File: src/rtl/riscv_pkg.sv
// Shared widths and the ID/EX slot record for the operand stage.
package riscv_pkg;

    localparam int XLEN   = 32;
    localparam int REG_AW = 5;

    typedef struct packed {
        logic [REG_AW-1:0] rs1;
        logic [REG_AW-1:0] rs2;
        logic [REG_AW-1:0] rd;
        logic [XLEN-1:0]   rs1_data;
        logic [XLEN-1:0]   rs2_data;
        logic [XLEN-1:0]   imm;
        logic [XLEN-1:0]   pc;
        logic              use_pc;
        logic              use_imm;
        logic              sub;
        logic              reg_write;
        logic              mem_read;
    } idex_slot_t;

endpackage

File: src/rtl/idex_operand_stage_fwd_mux.sv
// Per-operand forwarding select: EX/MEM over MEM/WB over slot value, x0 pinned to zero.
// Forwarding paths exist only when FORWARDING_EN is defined.
module operand_fwd_mux
    import riscv_pkg::*;
(
    input  logic [REG_AW-1:0] rs,
    input  logic [XLEN-1:0]   slot_data,
    input  logic [REG_AW-1:0] exmem_rd,
    input  logic              exmem_reg_write,
    input  logic [XLEN-1:0]   exmem_result,
    input  logic [REG_AW-1:0] memwb_rd,
    input  logic              memwb_reg_write,
    input  logic [XLEN-1:0]   memwb_result,
    output logic [XLEN-1:0]   data
);

`ifndef FORWARDING_EN
    logic unused_fwd;
    assign unused_fwd = ^{exmem_rd, exmem_reg_write, exmem_result,
                          memwb_rd, memwb_reg_write, memwb_result};
`endif

    // Later assignments win, so the x0 override sits last.
    always_comb begin
        data = slot_data;
`ifdef FORWARDING_EN
        if (memwb_reg_write && memwb_rd == rs)
            data = memwb_result;
        if (exmem_reg_write && exmem_rd == rs)
            data = exmem_result;
`endif
        if (rs == '0)
            data = '0;
    end

endmodule

File: src/rtl/idex_operand_stage.sv
// ID/EX register with operand forwarding and load-use / RAW hazard back-pressure.
// FORWARDING_EN selects forwarding (load-use stall only); otherwise RAW stalls on EX and EX/MEM.
module idex_operand_stage
    import riscv_pkg::*;
(
    input  logic              clk,
    input  logic              rst,
    input  logic              id_valid,
    output logic              id_ready,
    input  logic [REG_AW-1:0] id_rs1,
    input  logic [REG_AW-1:0] id_rs2,
    input  logic              id_use_rs1,
    input  logic              id_use_rs2,
    input  logic [XLEN-1:0]   id_rs1_data,
    input  logic [XLEN-1:0]   id_rs2_data,
    input  logic [XLEN-1:0]   id_imm,
    input  logic              id_use_imm,
    input  logic [XLEN-1:0]   id_pc,
    input  logic              id_use_pc,
    input  logic              id_sub,
    input  logic [REG_AW-1:0] id_rd,
    input  logic              id_reg_write,
    input  logic              id_mem_read,
    input  logic              flush,
    input  logic              ex_stall,
    input  logic [REG_AW-1:0] exmem_rd,
    input  logic              exmem_reg_write,
    input  logic [XLEN-1:0]   exmem_result,
    input  logic [REG_AW-1:0] memwb_rd,
    input  logic              memwb_reg_write,
    input  logic [XLEN-1:0]   memwb_result,
    output logic [XLEN-1:0]   alu_a,
    output logic [XLEN-1:0]   alu_b,
    output logic              alu_sub,
    output logic              ex_valid,
    output logic [REG_AW-1:0] ex_rd,
    output logic              ex_reg_write,
    output logic              ex_mem_read,
    output logic [XLEN-1:0]   ex_store_data
);

    idex_slot_t      slot;
    logic [XLEN-1:0] fwd_rs1;
    logic [XLEN-1:0] fwd_rs2;
    logic            hazard;
    logic            dep_ex;

    assign dep_ex = (id_use_rs1 && slot.rd == id_rs1) || (id_use_rs2 && slot.rd == id_rs2);

`ifdef FORWARDING_EN
    assign hazard = id_valid && ex_valid && slot.mem_read && (slot.rd != '0) && dep_ex;
`else
    // MEM/WB is covered by the write-through register file, so only EX and EX/MEM block.
    logic dep_exmem;
    assign dep_exmem = (id_use_rs1 && exmem_rd == id_rs1) || (id_use_rs2 && exmem_rd == id_rs2);
    assign hazard = id_valid &&
                    ((ex_valid && slot.reg_write && (slot.rd != '0) && dep_ex) ||
                     (exmem_reg_write && (exmem_rd != '0) && dep_exmem));
`endif

    assign id_ready = !ex_stall && !hazard && !flush;

    operand_fwd_mux u_fwd_rs1 (
        .rs              (slot.rs1),
        .slot_data       (slot.rs1_data),
        .exmem_rd        (exmem_rd),
        .exmem_reg_write (exmem_reg_write),
        .exmem_result    (exmem_result),
        .memwb_rd        (memwb_rd),
        .memwb_reg_write (memwb_reg_write),
        .memwb_result    (memwb_result),
        .data            (fwd_rs1)
    );

    operand_fwd_mux u_fwd_rs2 (
        .rs              (slot.rs2),
        .slot_data       (slot.rs2_data),
        .exmem_rd        (exmem_rd),
        .exmem_reg_write (exmem_reg_write),
        .exmem_result    (exmem_result),
        .memwb_rd        (memwb_rd),
        .memwb_reg_write (memwb_reg_write),
        .memwb_result    (memwb_result),
        .data            (fwd_rs2)
    );

    // A held slot refreshes its operands so producers retiring during a stall are kept.
    always_ff @(posedge clk) begin
        if (rst) begin
            slot     <= '0;
            ex_valid <= 1'b0;
        end else if (flush) begin
            ex_valid <= 1'b0;
        end else if (ex_stall) begin
            slot.rs1_data <= fwd_rs1;
            slot.rs2_data <= fwd_rs2;
        end else if (hazard) begin
            ex_valid <= 1'b0;
        end else begin
            slot <= '{rs1: id_rs1, rs2: id_rs2, rd: id_rd,
                      rs1_data: id_rs1_data, rs2_data: id_rs2_data,
                      imm: id_imm, pc: id_pc,
                      use_pc: id_use_pc, use_imm: id_use_imm, sub: id_sub,
                      reg_write: id_reg_write, mem_read: id_mem_read};
            ex_valid <= id_valid;
        end
    end

    assign alu_a         = slot.use_pc  ? slot.pc  : fwd_rs1;
    assign alu_b         = slot.use_imm ? slot.imm : fwd_rs2;
    assign alu_sub       = slot.sub;
    assign ex_store_data = fwd_rs2;
    assign ex_rd         = slot.rd;
    assign ex_reg_write  = ex_valid && slot.reg_write;
    assign ex_mem_read   = ex_valid && slot.mem_read;

endmodule

File: config.mk
export PLATFORM = sky130hd
export DESIGN_NAME = idex_operand_stage
export DESIGN_NICKNAME = d
export VERILOG_FILES = /design/src/rtl/riscv_pkg.sv /design/src/rtl/idex_operand_stage_fwd_mux.sv /design/src/rtl/idex_operand_stage.sv
export SDC_FILE = /design/constraint.sdc
export NUM_CORES = 1
export LEC_CHECK = 0
export ABC_AREA = 1
export BUFFER_PORTS_ARGS = -buffer_cell sky130_fd_sc_hd__clkbuf_2
export CAP_MARGIN = 20
export CORE_MARGIN = 4
export CORE_UTILIZATION = 50
export CTS_CLUSTER_DIAMETER = 30
export CTS_CLUSTER_SIZE = 16
export DETAILED_ROUTE_END_ITERATION = 7
export PLACE_DENSITY = 0.92
export SLEW_MARGIN = 0
export SYNTH_ARGS = -nofsm -noshare
export SYNTH_HDL_FRONTEND = slang
export SYNTH_SLANG_ARGS = --single-unit
File: constraint.sdc
create_clock -name clk -period 2.2 [get_ports clk]
set_input_delay 0.22 -clock clk [delete_from_list [all_inputs] [get_ports clk]]
set_output_delay 0.22 -clock clk [all_outputs]
set_load 0.03 [all_outputs]
==> impl_metrics.yaml <==
synth:
  synth_nets: 1785
  synth_cell_types: 19
  yosysSeqAreaShare_pct: 34.5
  ys_ff_latch: 149
  yosysWarnings: 0
  yosys.area.top_type: "dfxtp_1"
  synth_top_area_share_pct: 34.5
  netlist_instances: 1554
  syn_avg_cell_area_um2: 5.56
  synth_area_um2: 8640
  synthTopCellsByArea: "dfxtp_1 (35%), nand2_1 (20%), nor2_1 (16%)"
finish:
  syn2layout_area_growth_pct: 25.1
  finish.utilization_pct: 64.5
  drive_above_1_share_pct: 19.2
  n_fill_cell: 1480
  layout.nets: 2004
detailed_routing:
  top_layer: "met4"
  drt_iter0_markers: 778
  wl_per_cell_um: 12.8
  drc: 0
  drtAntennaViolNets: 0
  drt_pass1_iterations: 6
  wl_um: 25700
  wl_met1_um: 10600
  vias: 9741
  met2_length_um: 12200
  vias_per_cell: 4.86
  wl_met3_um: 2210
cts:
  numCtsBuffers: 17
  cts_root_buffer: "clkbuf_16"
  cts_tree: "yes"
  path_clk_slew_ns: 0.06
  cts_buffer_depth: 2
  clk_latency_ns: 0.42
  cts_sinks: 149
  ctsHtreeMaxLevel: 4
placement:
  io_buffers: 266
  gp_congestion: 0.970
  dp.final_hpwl_um: 17700
critical_path:
  cp-startpoint: "slot[3]"
  cp_top_family: "flip-flops"
  timing.rr.end: "slot[103]"
  path_depth: 4
  worst_setup_path_start_kind: "flip-flop"
  reg2reg_slack_ns: 0.25
  worstPathRequired_ns: 1.98
  critPathMaxFanout: 27
  reg2reg_from: "ex_rd[2]"
  cp_slowest_cell: "dfxtp_2"
  cp.arrival_ns: 1.84
  crit_buf_inv: 2
  crit_path_cell_trace: "buf_4, nand2_1, o21ai_0, clkbuf_2"
  crit_type: "flip-flop to primary output"
  critPathCapture: "alu_b[28]"
  slowest_delay_ns: 0.68
  worstRegToRegCells: 11
  end_kind: "primary output"
timing:
  clock_skew_ns: 0.0116
  tightest_slew_ns: 0.796
  relSlewSlack_pct: 47.0
  fmax_ghz: 0.485
  fin_tns_setup_ns: 0
  setup_viol: 0
  hold_violations: 0
  slew_violations: 0
  timing.final.crit_period_ns: 2.06
  rsz0062_at_grt: "no"
  finalCritPeriodShare_pct: 93.6
floorplan:
  die_h_um: 139
  io_pins: 337
  initial_core_util_pct: 51.5
  core_area_um2: 16800
  die-area_um2: 19400
  dieWidth_um: 139
  rows: 47
global_routing:
  grt_pass1_vias: 8950
  grt_max_degree: 66
  antenna_found_initial: 1
  overflow: 0
  grt.total_usage_pct: 25.7
  grt_pass1_wl_um: 41900
run:
  cap_violations: 0
outcome:
  status: "finished, final reports clean"
pwr:
  p_per_area_nw_per_um2: 726
  ir_worst_vdd_v: 0.000560
  p_leak_nw: 6.42
min_path:
  hp-class: "input port to flip-flop"
==> cell families (layout without fill, tap and decap cells) <==
logic type | after synthesis | in the layout | synth area share (%)
and+or+nand+nor | 976 | 976 | 44.6
AOI/OAI and AO/OA | 68 | 68 | 3.94
buffers and inverters | 361 | 592 | 16.9
other | 0 | 1 | 0
DFF | 149 | 149 | 34.5
==> worst min-delay path, cell delays in order <==
cell      delay, ns
clkbuf_2       0.08
nor2_1         0.03
nor2_1         0.08
==> cells in the mapped netlist <==
master	number
o21ai_0	66
a21oi_1	1
nand4_1	2
nand3_1	136
nand3_2	1
inv_1	263
clkinv_1	1
nand2_1	457
buf_1	12
dfxtp_1	149
buf_4	15
buf_2	24
clkbuf_1	41
nand2_2	1
buf_6	3
o21ai_1	1
nor2_1	377
nor3_1	2
inv_2	2
==> flip-flops by register name, summed over array words and instances (netlist names) <==
register	flops
slot	142
ex_rd	5
alu_sub	1
ex_valid	1
==> cell usage in the layout (no fill, tap or decap), drive strengths merged <==
master	count
nor2	377
clkbuf	285
nand4	2
nand3	137
clkinv	6
dfxtp	149
buf	29
nand2	458
inv	266
nor3	2
clkinvlp	3
o21ai	67
diode	1
bufinv	3
a21oi	1
==> routing by layer <==
layer / vias up / global-route usage (%)
met3: 61 / 5.73
met2: 461 / 42.3
li1: 4981 / -
met1: 4238 / 32.2
met5: - / 0
met4: 0 / 11.6
==> worst min-delay path by stage <==
stage	start	endpoint	slack (ns)	cells after the start
2_1_floorplan	id_sub	alu_sub	0.35	2
3_3_place_gp	id_sub	alu_sub	0.44	3
3_5_place_dp	id_sub	alu_sub	0.45	3
5_1_grt	id_pc[22]	slot[27]	0.008	3
4_1_cts	id_pc[11]	slot[16]	0.002	3
6_report	id_pc[20]	slot[25]	0.01	3
==> power breakdown <==
group,switching [mW],internal [mW]
Combinational,1.22,0.602
Sequential,0.112,2.89
Clock,1.18,1.84
==> final cells by class <==
type | count | area [um2] | share of cell area (%)
Antenna cell | 1 | 2.50 | 0.0232
Clock buffer | 19 | 453 | 4.19
Clock inverter | 12 | 154 | 1.42
Inverter | 266 | 1000 | 9.26
Multi-Input combinational cell | 1044 | 4220 | 39.0
Sequential cell | 149 | 2990 | 27.7
Tap cell | 220 | 275 | 2.55
Timing Repair Buffer | 295 | 1710 | 15.9
==> timing repair <==
| action | 4_1_cts | 5_1_grt |
|---|---|---|
| setup endpoints to repair | 1 | 82 |
| buffers inserted | 3 | 0 |
| resized for setup | 1 | 7 |
| pin swaps | 1 | 0 |
| hold buffers | 0 | 0 |
==> metrics by stage <==
stage                     hold WS [ns]  instance area [um2]  cells  power [mW]  setup slack [ns]
after floorplan                  0.355                 8640   1554        4.27             0.218
after global placement           0.441                10200   1971        4.82             0.292
after detailed placement         0.448                10200   1971        4.86             0.243
after CTS                      0.00155                10800   2005        7.89            0.0725
after global routing           0.00789                10800   2006        8.23           0.00627
final                           0.0149                10800   2006        7.84             0.140
No activity file was read; power rests on OpenSTA's default activity.
